<file path="src/rtl/uart_tx.sv">
// uart_tx : serial UART transmitter (8N1, optional even parity).
//
// Bytes arrive over a valid/ready handshake into a one-entry holding
// register. The FSM drains that register into a shift register and sends
// start bit, eight data bits LSB first, an optional parity bit, and a stop
// bit. If the holding register is refilled before the stop bit ends, the
// next start bit follows with no idle gap.
//
// Optional feature macro: UART_TX_PARITY_EN
//   defined   -> even parity bit after D7, 11-bit frame
//   undefined -> plain 8N1, 10-bit frame
//
// Parameters:
//   CLOCK_RATE   clk_tx frequency in Hz
//   BAUD_RATE    line bit rate; BAUD_DIV = round(CLOCK_RATE/BAUD_RATE) >= 2
//
// Ports:
//   clk_tx        in   transmit clock, rising edge
//   rst_n_clk_tx  in   synchronous active-low reset
//   tx_data       in   byte to send
//   tx_data_vld   in   tx_data is valid
//   tx_data_rdy   out  holding register empty (registered)
//   txd_tx        out  serial line, idle high (registered)
//   tx_busy       out  frame in progress or holding register full

module uart_tx #(
   parameter int CLOCK_RATE = 125_000_000,
   parameter int BAUD_RATE  = 115_200
) (
   input  logic       clk_tx,
   input  logic       rst_n_clk_tx,
   input  logic [7:0] tx_data,
   input  logic       tx_data_vld,
   output logic       tx_data_rdy,
   output logic       txd_tx,
   output logic       tx_busy
);

   localparam int BAUD_DIV = (CLOCK_RATE + BAUD_RATE / 2) / BAUD_RATE;
   localparam int CNT_W    = (BAUD_DIV < 2) ? 1 : $clog2(BAUD_DIV);

   generate
      if (BAUD_DIV < 2) begin : g_baud_div_check
         $error("uart_tx: BAUD_DIV must be at least 2");
      end
   endgenerate

   typedef enum logic [2:0] {
      S_IDLE,
      S_START,
      S_DATA,
`ifdef UART_TX_PARITY_EN
      S_PARITY,
`endif
      S_STOP
   } state_t;

   state_t             r_state;
   state_t             w_state_nxt;
   logic [CNT_W-1:0]   r_baud_cnt;
   logic [2:0]         r_bit_idx;
   logic [7:0]         r_shift;
   logic [7:0]         r_hold;
   logic               r_hold_full;
   logic               r_rdy;
   logic               r_txd;

   logic               w_bit_end;
   logic               w_load;
   logic               w_hold_wr;
   logic               w_hold_full_nxt;
   logic               w_txd_nxt;

   assign w_bit_end = (r_baud_cnt == CNT_W'(BAUD_DIV - 1));
   assign w_hold_wr = tx_data_vld && r_rdy;

   // Next state, line value and drain request
   always_comb begin
      w_state_nxt = r_state;
      w_load      = 1'b0;
      w_txd_nxt   = 1'b1;
      case (r_state)
         S_IDLE: begin
            w_txd_nxt = 1'b1;
            if (r_hold_full) begin
               w_load      = 1'b1;
               w_state_nxt = S_START;
            end
         end
         S_START: begin
            w_txd_nxt = 1'b0;
            if (w_bit_end) w_state_nxt = S_DATA;
         end
         S_DATA: begin
            w_txd_nxt = r_shift[r_bit_idx];
            if (w_bit_end && (r_bit_idx == 3'd7)) begin
`ifdef UART_TX_PARITY_EN
               w_state_nxt = S_PARITY;
`else
               w_state_nxt = S_STOP;
`endif
            end
         end
`ifdef UART_TX_PARITY_EN
         S_PARITY: begin
            w_txd_nxt = ^r_shift;
            if (w_bit_end) w_state_nxt = S_STOP;
         end
`endif
         S_STOP: begin
            w_txd_nxt = 1'b1;
            if (w_bit_end) begin
               // A byte waiting in the holding register starts the next
               // frame straight from the stop bit, keeping frames contiguous.
               if (r_hold_full) begin
                  w_load      = 1'b1;
                  w_state_nxt = S_START;
               end else begin
                  w_state_nxt = S_IDLE;
               end
            end
         end
         default: w_state_nxt = S_IDLE;
      endcase
   end

   // Holding register occupancy; write and drain are mutually exclusive
   always_comb begin
      w_hold_full_nxt = r_hold_full;
      if (w_load)         w_hold_full_nxt = 1'b0;
      else if (w_hold_wr) w_hold_full_nxt = 1'b1;
   end

   always_ff @(posedge clk_tx) begin
      if (!rst_n_clk_tx) begin
         r_state <= S_IDLE;
      end else begin
         r_state <= w_state_nxt;
      end
   end

   // Baud counter restarts on every state entry and wraps between data bits
   always_ff @(posedge clk_tx) begin
      if (!rst_n_clk_tx) begin
         r_baud_cnt <= '0;
      end else if ((r_state == S_IDLE) || (w_state_nxt != r_state) || w_bit_end) begin
         r_baud_cnt <= '0;
      end else begin
         r_baud_cnt <= r_baud_cnt + 1'b1;
      end
   end

   always_ff @(posedge clk_tx) begin
      if (!rst_n_clk_tx) begin
         r_bit_idx <= 3'd0;
      end else if (r_state != S_DATA) begin
         r_bit_idx <= 3'd0;
      end else if (w_bit_end) begin
         r_bit_idx <= r_bit_idx + 3'd1;
      end
   end

   always_ff @(posedge clk_tx) begin
      if (!rst_n_clk_tx) begin
         r_hold_full <= 1'b0;
         r_rdy       <= 1'b1;
         r_txd       <= 1'b1;
      end else begin
         r_hold_full <= w_hold_full_nxt;
         r_rdy       <= !w_hold_full_nxt;
         r_txd       <= w_txd_nxt;
      end
   end

   // Data registers carry no reset; occupancy is tracked by r_hold_full
   always_ff @(posedge clk_tx) begin
      if (w_hold_wr) r_hold  <= tx_data;
      if (w_load)    r_shift <= r_hold;
   end

   assign tx_data_rdy = r_rdy;
   assign txd_tx      = r_txd;
   assign tx_busy     = (r_state != S_IDLE) || r_hold_full;

endmodule

</file>
<file path="config.mk">
export PLATFORM = sky130hd
export DESIGN_NAME = uart_tx
export DESIGN_NICKNAME = d
export VERILOG_FILES = /design/src/rtl/uart_tx.sv
export SDC_FILE = /design/constraint.sdc
export NUM_CORES = 1
export LEC_CHECK = 0
export BUFFER_PORTS_ARGS = -buffer_cell sky130_fd_sc_hd__buf_2
export CORE_ASPECT_RATIO = 0.9
export CORE_MARGIN = 1.5
export CORE_UTILIZATION = 55
export DETAILED_ROUTE_END_ITERATION = 8
export MAX_ROUTING_LAYER = met4
export PLACE_DENSITY_LB_ADDON = 0.1
export REMOVE_ABC_BUFFERS = 1
export SLEW_MARGIN = 20
export SYNTH_ARGS = -nofsm -noshare
export SYNTH_HDL_FRONTEND = slang
export SYNTH_SLANG_ARGS = --single-unit
</file>
<file path="constraint.sdc">
create_clock -name clk_tx -period 2.3 [get_ports clk_tx]
set_input_delay 0.23 -clock clk_tx [delete_from_list [all_inputs] [get_ports clk_tx]]
set_output_delay 0.23 -clock clk_tx [all_outputs]
set_load 0.005 [all_outputs]
</file>
== Word-level counts from Yosys, hierarchy flattened ==
Index checks and enable logic that the tools add are counted.
Word-level totals
  register bits after elaboration: 36
  bits of input ports: 11
  output and inout bits: 3
  logic and storage cells: 43
Operators by class
  add/subtract/negate cells: 2
  $lt $le $gt $ge: 1
  eq/ne operators: 7
  multiplexer cells: 14
  bitwise operators: 1
  reductions and logical operators: 10
Operator list (count)
  $mux 3: 4
  $pmux 3 s4: 1
  $add 11x1->11 const B: 1
  $eq 11x11->1 const B: 1
  $eq 3x2->1 const B: 2
  $mux 1: 6
  $lt 3x4->1 const B: 1
  $pmux 1 s2: 2
  $reduce_or 2->1: 2
  $add 3x1->3 const B: 1
  $bmux 1 s3: 1
  $eq 3x1->1 const B: 1
  $eq 3x3->1 const B: 1
  $logic_not 3->1: 1
  $logic_or 1x1->1: 3
  $ne 3x2->1 const B: 1
  $ne 3x3->1: 1
  $reduce_bool 3->1: 1
  $logic_and 1x1->1: 2
  $logic_not 1->1: 1
  $not 1->1: 1

== Logic depth before layout (Yosys ltp) ==
Gate-level depths: netlist (run 1).
  word-level depth: 8
  gate-level depth with buffers: 8
  mapped depth without buffers: 6

== Worst setup path after synthesis (run 1) ==
No wires, ideal clock.
  kind: reg-to-reg
  from: register r_baud_cnt[0]
  to: register r_shift[0], enable pin
  setup time: 0.329 ns
  arrival: 1.514 ns
  setup slack: 0.457 ns
  cell stages (with the launch flop): 7
  path buffers: 0
  clock period less this slack: 1.843 ns
  cell sequence: dfxtp_1 > inv_1 > ha_1 > nor4bb_1 > nand4_1 > nor4_1 > or2_1
Between the ends
  longest elaborated chain between the ends: 3
RTL lines
  from (decl): line 60  | logic [CNT_W-1:0] r_baud_cnt;
  from (signal assigned): line 149  | r_baud_cnt <= r_baud_cnt + 1'b1;
  $eq 11x11->1: line 74  | assign w_bit_end = (r_baud_cnt == CNT_W'(BAUD_DIV - 1));
  $mux 1: line 112  | if (w_bit_end) begin
  $pmux 1 s2: line 82  | case (r_state)
  named net w_load: line 69  | logic w_load;
  to (signal assigned): line 178  | if (w_load) r_shift <= r_hold;
  to (decl): line 62  | logic [7:0] r_shift;
The timed path passes the listed nets, and every way through them passes these cells.
A chain may end at the register's enable or synchronous reset.

== Worst setup path after layout (run 1) ==
  from: register r_baud_cnt[0]
  to: register r_shift[6], enable pin
The elaborated chain is that of the path after synthesis.

==> impl_results.md, run 1 <==
* Post-Route Setup TNS at 0 ps
* Hold path endpoint: r_hold[1]
* Endpoint kind of the worst setup timing path: register
* Average wire per cell in the routed design at around 13 um
* Yosys warning total at 0
* Synth async-reset ratio at 0
* Critical path class: register to register
* Violated checks: DRC
* Count of state elements after synthesis at 36
* Aggregate global routing overflow at 0
* Distinct cells, synth at 31
* Cell depth of the worst flop-to-flop path at 6
* I/O pin count at 14
* Compound-cell area share of the yosys netlist at 0.02115
* Simple-gate share of the synthesized area at 0.2022
* Unrepaired setup endpoints after global routing: no
* Clock transition time at the flip-flop clock pins of the worst setup and hold paths at 110 ps
* Launching instance or port of the critical path: r_baud_cnt[0]
* Post-cts resize count at 0
* Number of design rule violations left after detail routing at 2
* Vert. Die Dim at between 50 and 60 um
* Maximum buffer depth of the clock tree at 2
* Detailed-route via count at 830
* Delay contributed by the slowest stage of the critical path at 360 ps
* Maximum number of pins on one net before global-route repair at 12
* Sequential-to-total area share from yosys stat at 0.5956
* Hold Vio Cnt, Final at 0
* First-pass iteration count of the detailed router at 6
* Filler instances at 199
* Largest driver fanout on the critical path at 8
* Last weighted congestion value of the routability-driven placer at ~0.8
* Share of final-layout standard cells stronger than drive strength 1 at 0.2576
* Fmax at 0.4849 GHz
* Initial Util at 0.5892
* Syn-to-layout area delta at 10.41%
* Tot GR Track Use at 0.1711
* Outcome: finished with violations
* Horizontal extent of the die at 57.66 um
* Reg2Reg Capture Point: r_shift[6]
* Library cell with the largest summed area after synthesis: sky130_fd_sc_hd__edfxtp_1
* Standard-cell rows at 17
* Path class of the lowest-slack min-delay path: input pin to register
* Final period util at 0.8966
* Fin Clk Skew at 14.37 ps
* Post-synth top area share at 0.3249
* Synthesized area at 1479 um2
* Max-cap violations at 0
* CTS root buffer: sky130_fd_sc_hd__clkbuf_4
* Number of nets in the finished design at between 100 and 150
* Power per cell area at roughly 720 nW/um2
* Die area at 3010 um2
* Hold Path Origin: tx_data[1]
* Worst-skew pair later-pin latency at 340 ps
* Port Buffers at 13
* Crit path max-delay cell type: sky130_fd_sc_hd__dfxtp_1
* Clock buffers created by TritonCTS at 5
* Number of cells in the finished layout apart from fillers at 160
* Number of buffers inserted for hold repair after clock tree synthesis at 0
* CP arrival at 2070 ps
* Cell-by-cell listing of the critical path: inv_1 > ha_1 > nor4bb_1 > nand4_1 > nor4_1 > or2_1
* Primary flip-flop cell chosen by synthesis mapping: sky130_fd_sc_hd__dfxtp_1
* Register-to-Register Setup Slack at approximately 240 ps
* Leakage Power at around 0.00057 uW
* Largest family of logic cells by synthesized area: simple AND/OR/NAND/NOR gates
* Number of H-tree levels at 2
* Data required time of the worst path at 2310 ps
* Xor and xnor area share after synthesis at 0.06514
* Wire length of the first global-routing pass at 3.450 mm
* Worst flop-to-flop path startpoint: r_baud_cnt[0]
* Largest cells by area after synthesis: sky130_fd_sc_hd__edfxtp_1 32%, sky130_fd_sc_hd__dfxtp_1 27%, sky130_fd_sc_hd__nor2_4 6.1%, sky130_fd_sc_hd__xor2_1 4.1%, sky130_fd_sc_hd__ha_1 3.4%
* Synthesized netlist cell count at 113
* Post-synthesis adder-cell area fraction at 0.03384
* Wirelength, routed at roughly 2.1 mm
* Overall power of the completed layout at 1169 uW
* Peak ir drop on the vdd network at 0.4222 mV
* Iteration-0 DRC Markers at 32
* Count of flip-flops with a built-in enable after synthesis at 16
* Final count of pins violating max slew at 0
* Placed cell count at 152
* Post-DRT Antenna Nets at 0
* Proportion of synthesized area in mux cells at 0.05161
* Vias in the first global route at approximately 730
* Number of setup buffers added after CTS at 0
* Final Critical Period at 2062 ps
* Core area at between 2000 and 3000 um2
* DR vias/cell at about 5.2
* Number of antenna violations at the first check in global routing at 0
* CTS sink cnt at 36
* Final HPWL DP at 1.501 mm
* Mean post-synth cell area at 13.09 um2
* Count of endpoints failing setup in the final report at 0
* Number of cells on the worst hold path at 1
* TritonCTS clock tree: done
* Diodes inserted at 0
* Launching element type of the critical path: register
==> cell usage after synthesis, types with 2 or more instances <==
| library cell | number |
|---|---|
| sky130_fd_sc_hd__inv_1 | 5 |
| sky130_fd_sc_hd__and3_1 | 4 |
| sky130_fd_sc_hd__a311oi_1 | 2 |
| sky130_fd_sc_hd__mux4_2 | 2 |
| sky130_fd_sc_hd__buf_6 | 2 |
| sky130_fd_sc_hd__nand4_1 | 4 |
| sky130_fd_sc_hd__mux2i_1 | 2 |
| sky130_fd_sc_hd__xor2_1 | 7 |
| sky130_fd_sc_hd__nor2_2 | 2 |
| sky130_fd_sc_hd__nor2_4 | 8 |
| sky130_fd_sc_hd__nor4_1 | 2 |
| sky130_fd_sc_hd__edfxtp_1 | 16 |
| sky130_fd_sc_hd__nor2_1 | 8 |
| sky130_fd_sc_hd__nand2_1 | 4 |
| sky130_fd_sc_hd__or3_1 | 2 |
| sky130_fd_sc_hd__nand3_1 | 3 |
| sky130_fd_sc_hd__ha_1 | 4 |
| sky130_fd_sc_hd__dfxtp_1 | 20 |
| sky130_fd_sc_hd__xnor2_1 | 4 |
==> worst max path at each step <==
stage,end,depth (start not counted)
final,r_shift[6],6
after global routing,r_shift[4],6
after detailed placement,r_shift[6],6
after CTS,r_shift[6],6
after global placement,r_shift[0],6
after floorplan,r_shift[0],6
==> power by group <==
part           internal (uW)  total, uW  switching [uW]  leakage (uW)
Sequential               692        701            8.48      0.000312
Clock                    228        429             201     0.0000422
Combinational           17.6       39.6            22.0      0.000216
Total                    938       1170             232      0.000570
==> cells by family (layout without fill, tap and decap cells) <==
family | count (synthesis) | in the layout
simple gates | 45 | 45
flops | 36 | 36
xor+xnor | 11 | 11
buf+inv | 7 | 26
mux | 5 | 5
fa+ha+maj | 4 | 4
compound gates | 4 | 4
other cells | 1 | 1
==> layout by cell type (no fill, tap or decap), types with 3 or more instances in the layout <==
cell	count
sky130_fd_sc_hd__nand4_1	4
sky130_fd_sc_hd__nand3_1	3
sky130_fd_sc_hd__dfxtp_1	20
sky130_fd_sc_hd__clkbuf_4	5
sky130_fd_sc_hd__edfxtp_1	16
sky130_fd_sc_hd__and3_1	4
sky130_fd_sc_hd__ha_1	4
sky130_fd_sc_hd__inv_1	5
sky130_fd_sc_hd__xnor2_1	4
sky130_fd_sc_hd__nand2_1	4
sky130_fd_sc_hd__buf_2	13
sky130_fd_sc_hd__nor2_1	8
sky130_fd_sc_hd__xor2_1	7
sky130_fd_sc_hd__nor2_4	8
==> worst max-delay path, delay by kind of cell (launching register included) <==
| kind | cells | cell delay [ps] |
|---|---|---|
| buffers and inverters | 1 | 70 |
| flip-flops | 1 | 360 |
| adder cells (fa/ha/maj) | 1 | 120 |
| AND/OR/NAND/NOR | 4 | 1190 |
==> per-layer routing <==
metal / GRT usage / wire, um
met1: 0.2282 / 1062
met2: 0.2235 / 879
met3: 0.05185 / 106
met4: 0.1163 / 29
met5: - / 0
==> area by class of cell <==
cell class / instances / area [um2] / area share
well taps: 28 / 35.03 / 0.02146
multi-input cells: 70 / 556.8 / 0.3410
flip-flops and latches: 36 / 880.8 / 0.5395
repair buffers: 13 / 65.06 / 0.03985
inverters: 5 / 18.77 / 0.01149
clock inverters: 2 / 35.03 / 0.02146
clock buffers: 6 / 41.29 / 0.02529
==> flip-flops by register name (all words and copies together), names as in the netlist <==
register and count:
tx_data_rdy 1, r_state 3, r_shift 8, r_hold 8, r_bit_idx 3, r_hold_full 1
txd_tx 1, r_baud_cnt 11
==> per-stage QoR <==
stage | utilization | instance area [um2] | worst slack (ps) | hold WS, ps
floorplan | - | 1456 | 456.5 | 328.9
global placement | 0.6201 | 1556 | 313.3 | 405.9
detailed placement | 0.6201 | 1556 | 212.3 | 404.5
CTS | 0.6505 | 1633 | 190.3 | 41.74
global route | 0.6505 | 1633 | 36.37 | 36.24
finish | 0.6505 | 1633 | 237.9 | 60.60
No activity file was read; power rests on OpenSTA's default activity.
==> run 2: changes to the inputs <==
--- a/config.mk
+++ b/config.mk
@@ -12,7 +12,6 @@
 export DETAILED_ROUTE_END_ITERATION = 8
 export MAX_ROUTING_LAYER = met4
 export PLACE_DENSITY_LB_ADDON = 0.1
-export REMOVE_ABC_BUFFERS = 1
 export SLEW_MARGIN = 20
 export SYNTH_ARGS = -nofsm -noshare
 export SYNTH_HDL_FRONTEND = slang
==> impl_results.md, run 2 (synthesized netlist as in run 1, its figures left out) <==
* Largest register FFs at 11
* Vias in the first global route at 743
* Wirelength, routed at 2.021 mm
* Clock buffers created by TritonCTS at 5
* CTS sink cnt at 36
* Diodes inserted at 0
* First-pass iteration count of the detailed router at 6
* Last weighted congestion value of the routability-driven placer at 0.8375
* Path class of the lowest-slack min-delay path: input pin to register
* Maximum number of pins on one net before global-route repair at 13
* Fmax at 0.4961 GHz
* Outcome: finished with violations
* Hold Vio Cnt, Final at 0
* Peak ir drop on the vdd network at 0.3584 mV
* Number of nets in the finished design at 146
* Data required time of the worst path at 2300 ps
* CTS root buffer: sky130_fd_sc_hd__clkbuf_4
* Dpl ws at around 260 ps
* Delay contributed by the slowest stage of the critical path at 360 ps
* Final HPWL DP at 1.518 mm
* Violated checks: DRC
* Tot GR Track Use at 0.1567
* DR vias/cell at 5.338
* Share of final-layout standard cells stronger than drive strength 1 at 0.2652
* Post-DRT Antenna Nets at 0
* Post-Route Setup TNS at 0 ps
* Fin Clk Skew at 7.858 ps
* Endpoint kind of the worst setup timing path: register
* Count of endpoints failing setup in the final report at 0
* Iteration-0 DRC Markers at 21
* Aggregate global routing overflow at 0
* Max-cap violations at 0
* Final count of pins violating max slew at 0
* Hold path endpoint: r_hold[7]
* Number of setup buffers added after CTS at 0
* Detailed-route via count at 854
* Largest regs: r_baud_cnt x11, r_hold x8, r_shift x8
* Leakage Power at 0.0005693 uW
* Maximum buffer depth of the clock tree at 2
* Leading cell type in the layout, fill and taps excluded: sky130_fd_sc_hd__dfxtp_1
* Final Critical Period at 2016 ps
* Cell-by-cell listing of the critical path: inv_1 > ha_1 > nor4bb_1 > nand4_1 > nor4_1 > or2_1
* Vert. Die Dim at 52.20 um
* Crit path max-delay cell type: sky130_fd_sc_hd__or2_1
* Launching element type of the critical path: register
* WP buf/inv at 1
* Power per cell area at 713.2 nW/um2
* Critical path class: register to register
* Reg2Reg Capture Point: r_shift[4]
* Final period util at 0.8764
* Worst flop-to-flop path startpoint: r_baud_cnt[0]
* Clock transition time at the flip-flop clock pins of the worst setup and hold paths at 100 ps
* Category of cells accounting for the largest share of critical-path delay: simple AND/OR/NAND/NOR gates
* Wire length of the first global-routing pass at 3.312 mm
* CP arrival at roughly 2000 ps
* Post-cts resize count at 0
* Hold Path Origin: tx_data[7]
* Largest driver fanout on the critical path at 8
* Number of H-tree levels at 2
* Register-to-Register Setup Slack at 280 ps
* Average wire per cell in the routed design at 12.63 um
* Net count after synthesis at about 130
* Number of buffers inserted for hold repair after clock tree synthesis at 0
* Cell depth of the worst flop-to-flop path at 6
* TritonCTS clock tree: done
* Number of antenna violations at the first check in global routing at 0
* Largest register by flop count: r_baud_cnt
* Number of design rule violations left after detail routing at 2
* Number of cells on the worst hold path at 1
* Minimum setup slack in the final design at 284.3 ps
* Die area at roughly 3000 um2
* Initial Util at 0.5892
* I/O pin count at 14
* Most frequent cells in the layout: 20 x sky130_fd_sc_hd__dfxtp_1, 16 x sky130_fd_sc_hd__edfxtp_1, 13 x sky130_fd_sc_hd__buf_2
* Horizontal extent of the die at 57.66 um
* Unrepaired setup endpoints after global routing: no
* Standard-cell rows at 17
* Worst-skew pair later-pin latency at 320 ps
* Syn-to-layout area delta at 10.66%
* Port Buffers at 13
* Core area at 2510 um2
[run 2: final cells by class]
type / instances / area [um2]
timing repair buffer: 13 / 65.06
tap: 28 / 35.03
clock buffer: 5 / 37.54
clock inverter: 3 / 42.54
multi-input combinational: 70 / 556.8
sequential: 36 / 880.8
inverter: 5 / 18.77
fill: 203 / 873.3
[run 2: stage by stage]
step                  util  hold slack [ps]  area (um2)  power, uW  std cells
global placement    0.6201            406.0        1556      753.4        152
CTS                 0.6520            60.58        1637       1181        160
global route        0.6520            41.30        1637       1217        160
detailed placement  0.6201            404.5        1556      755.8        152
finish              0.6520            77.32        1637       1167        160
floorplan                -            328.9        1479      736.7        113
[run 2: where the power goes]
group | switching [uW] | leakage, uW | internal, uW
Clock | 200 | 0.0000412 | 227
Sequential | 8.52 | 0.000312 | 692
Combinational | 22.2 | 0.000216 | 17.6
[run 2: worst max path at each step]
| stage | slack, ps | cells after the start | from | to |
|---|---|---|---|---|
| detailed placement | 260 | 6 | r_baud_cnt[0] | r_shift[6] |
| finish | 280 | 6 | r_baud_cnt[0] | r_shift[4] |
| floorplan | 460 | 6 | r_baud_cnt[0] | r_shift[0] |
| global placement | 310 | 6 | r_baud_cnt[0] | r_shift[0] |
| CTS | 250 | 6 | r_baud_cnt[0] | r_shift[6] |
| global route | 50 | 6 | r_baud_cnt[0] | r_shift[0] |
[run 2: routing by layer]
metal	wire (um)	GRT usage
met1	1033	0.2065
met2	868	0.2216
met3	93	0.05185
met4	26	0.06977
met5	0	-
[run 2: worst register-to-register path, delay by kind of cell, from the launching register on]
kind	cells	cell delay, ps
AND/OR/NAND/NOR	4	1160
adder cells (fa/ha/maj)	1	120
buffers and inverters	1	60
flip-flops	1	350
==> run 3: changes to the inputs <==
--- a/config.mk
+++ b/config.mk
@@ -5,6 +5,7 @@
 export SDC_FILE = /design/constraint.sdc
 export NUM_CORES = 1
 export LEC_CHECK = 0
+export ABC_AREA = 1
 export BUFFER_PORTS_ARGS = -buffer_cell sky130_fd_sc_hd__buf_2
 export CORE_ASPECT_RATIO = 0.9
 export CORE_MARGIN = 1.5
==> impl_results.md, run 3 <==
* Post-Route Setup TNS at 0 ps
* Iteration-0 DRC Markers at between 80 and 90
* Clock buffers created by TritonCTS at 5
* Port Buffers at 13
* Post-synth top area share at 0.2961
* Hold Path Origin: tx_data[3]
* Max-cap violations at 0
* Diodes inserted at 0
* Largest cells by area after synthesis: sky130_fd_sc_hd__edfxtp_1 30%, sky130_fd_sc_hd__dfxtp_1 25%, sky130_fd_sc_hd__nand2_1 7.4%, sky130_fd_sc_hd__nor2_1 7.2%, sky130_fd_sc_hd__inv_1 5.3%
* Largest register by flop count: r_baud_cnt
* Post-layout instance area at 1803 um2
* Endpoint kind of the worst setup timing path: primary output
* Final Critical Period at about 1600 ps
* Number of cells on the worst hold path at 1
* Library cell with the largest summed area after synthesis: sky130_fd_sc_hd__edfxtp_1
* Cell depth of the worst flop-to-flop path at 6
* Count of endpoints failing setup in the final report at 0
* Launching element type of the critical path: register
* WP buf/inv at 1
* Synthesized netlist cell count at 180
* Yosys warning total at 0
* Initial Util at 0.5858
* Crit path max-delay cell type: sky130_fd_sc_hd__dfxtp_1
* Clock transition time at the flip-flop clock pins of the worst setup and hold paths at ~100 ps
* Synth async-reset ratio at 0
* Syn-to-layout area delta at 11.10%
* Category of cells accounting for the largest share of critical-path delay: simple AND/OR/NAND/NOR gates
* Synthesized area at 1623 um2
* Maximum number of pins on one net before global-route repair at 12
* Horizontal extent of the die at around 60 um
* Detailed-route via count at around 1200
* Number of design rule violations left after detail routing at 0
* Count of flip-flops with a built-in enable after synthesis at 16
* Wire length of the first global-routing pass at 4.416 mm
* Number of buffers inserted for hold repair after clock tree synthesis at 0
* Aggregate global routing overflow at 0
* Path class of the lowest-slack min-delay path: input pin to register
* Peak ir drop on the vdd network at 0.5424 mV
* Largest register FFs at 11
* Largest regs: r_baud_cnt x11, r_hold x8, r_shift x8
* I/O pin count at 14
* CTS root buffer: sky130_fd_sc_hd__clkbuf_4
* Post-DRT Antenna Nets at 0
* Wirelength, routed at 2.814 mm
* Outcome: complete, no violations
* Hold Worst Slack at around 65 ps
* Standard-cell rows at 18
* Power per cell area at between 600 and 700 nW/um2
* Most instantiated cells after synthesis: 32 x sky130_fd_sc_hd__nand2_1, 31 x sky130_fd_sc_hd__nor2_1, 23 x sky130_fd_sc_hd__inv_1, 20 x sky130_fd_sc_hd__dfxtp_1, 16 x sky130_fd_sc_hd__edfxtp_1
* Reg2Reg Capture Point: r_shift[1]
* Number of antenna violations at the first check in global routing at 0
* Hold Vio Cnt, Final at 0
* Number of setup buffers added after CTS at 0
* Distinct cells, synth at 26
* Fmax at 0.6068 GHz
* DR vias/cell at 4.817
* Final count of pins violating max slew at 0
* Net count after synthesis at 195
* Mean post-synth cell area at 9.016 um2
* Placed Instance Area at 1718 um2
* Fin Clk Skew at 9.237 ps
* Worst flop-to-flop path startpoint: r_baud_cnt[0]
* Data required time of the worst path at 2070 ps
* Leading cell type by number of instances after synthesis: sky130_fd_sc_hd__nand2_1
* Number of H-tree levels at 2
* Number of nets in the finished design at about 210
* First-pass iteration count of the detailed router at 4
* Delay contributed by the slowest stage of the critical path at roughly 340 ps
* Count of state elements after synthesis at 36
* Critical path class: register to primary output
* Cell-by-cell listing of the critical path: nor2_1 > nand2_1 > or2_2 > buf_2
* Sequential-to-total area share from yosys stat at 0.5428
* CTS sink cnt at 36
* Final period util at 0.7166
* Core area at around 2800 um2
* Die area at between 3000 and 4000 um2
* Worst-skew pair later-pin latency at around 330 ps
* Hold path endpoint: r_hold[3]
* Most frequent cells in the layout: 32 x sky130_fd_sc_hd__nand2_1, 31 x sky130_fd_sc_hd__nor2_1, 23 x sky130_fd_sc_hd__inv_1
* Unrepaired setup endpoints after global routing: no
* Final HPWL DP at 2.163 mm
* Vias in the first global route at between 1000 and 1500
* Last weighted congestion value of the routability-driven placer at 0.8562
* Post-cts resize count at 0
* TritonCTS clock tree: done
* Total number of cells along the worst setup path at 4
* CP arrival at 1420 ps
* Average wire per cell in the routed design at 11.73 um
* Maximum buffer depth of the clock tree at 2
* Share of final-layout standard cells stronger than drive strength 1 at 0.2100
* Vert. Die Dim at ~55 um
* Leading cell type in the layout, fill and taps excluded: sky130_fd_sc_hd__nand2_1
* Leakage Power at 0.0007157 uW
* Primary flip-flop cell chosen by synthesis mapping: sky130_fd_sc_hd__dfxtp_1
* Tot GR Track Use at 0.1967
* Largest driver fanout on the critical path at 3
* Register-to-Register Setup Slack at between 700 and 800 ps
-- run 3: cell types whose count changed after synthesis, sizes merged, moves of 4 or more --
cell,change
nand2,+30
nor2,+22
inv,+20
nand3,+8
nor3,+6
a21oi,+5
and3,-4
xor2,-4
-- run 3: final cells by class --
cell class,count,area [um2]
Clock inverter,2,33.78
Tap cell,40,50.05
Timing Repair Buffer,13,65.06
Clock buffer,6,51.30
Multi-Input combinational cell,117,623.1
Inverter,26,98.84
Fill cell,243,967.2
Sequential cell,36,880.8
-- run 3: logic make-up (layout without fill, tap and decap cells) --
group	count (synthesis)	in the layout	synth area share
buffers and inverters	27	47	0.07324
other	1	1	0.002311
flip-flops	36	36	0.5428
adder cells (fa/ha/maj)	4	4	0.03084
XOR/XNOR	4	4	0.02159
AND/OR/NAND/NOR	98	98	0.2876
AO/OA/AOI/OAI	10	10	0.04163
-- run 3: per-stage QoR --
stage / instances / total power [uW] / util / worst slack (ps)
final: 240 / 1209 / 0.6509 / 651.9
after global routing: 240 / 1256 / 0.6509 / 572.2
after CTS: 240 / 1220 / 0.6509 / 648.2
after detailed placement: 232 / 771.8 / 0.6201 / 745.8
after global placement: 232 / 767.8 / 0.6201 / 809.0
after floorplan: 180 / 750.4 / - / 942.9
-- run 3: worst max path at each step --
stage | from | to | slack (ps)
CTS | r_state[2] | tx_busy | 650
finish | r_state[2] | tx_busy | 650
global placement | r_baud_cnt[0] | r_shift[2] | 810
detailed placement | r_baud_cnt[0] | r_shift[2] | 750
global route | r_state[2] | tx_busy | 570
floorplan | r_baud_cnt[0] | r_shift[0] | 940
-- run 3: worst register-to-register path, stage by stage, from the launching register on --
cell                      delay (ps)
sky130_fd_sc_hd__dfxtp_1         380
sky130_fd_sc_hd__inv_1            70
sky130_fd_sc_hd__ha_1            190
sky130_fd_sc_hd__nand2_1          60
sky130_fd_sc_hd__nor2_1          100
sky130_fd_sc_hd__nand3_1          80
sky130_fd_sc_hd__nand2_1         340
-- run 3: where the power goes --
group,switching [uW],internal [uW],total [uW],leakage [uW]
sequential,9.17,693,702,0.000312
clock,197,255,452,0.0000459
combinational,34.5,19.7,54.2,0.000357
-- run 3: layer usage --
layer,up-vias,routed length (um),share of wire,track usage
met4,0,37,0.013,0.05556
met3,6,101,0.036,0.06383
met5,-,0,0,-
met1,520,1407,0.50,0.2504
met2,22,1267,0.45,0.3025
li1,608,-,-,-
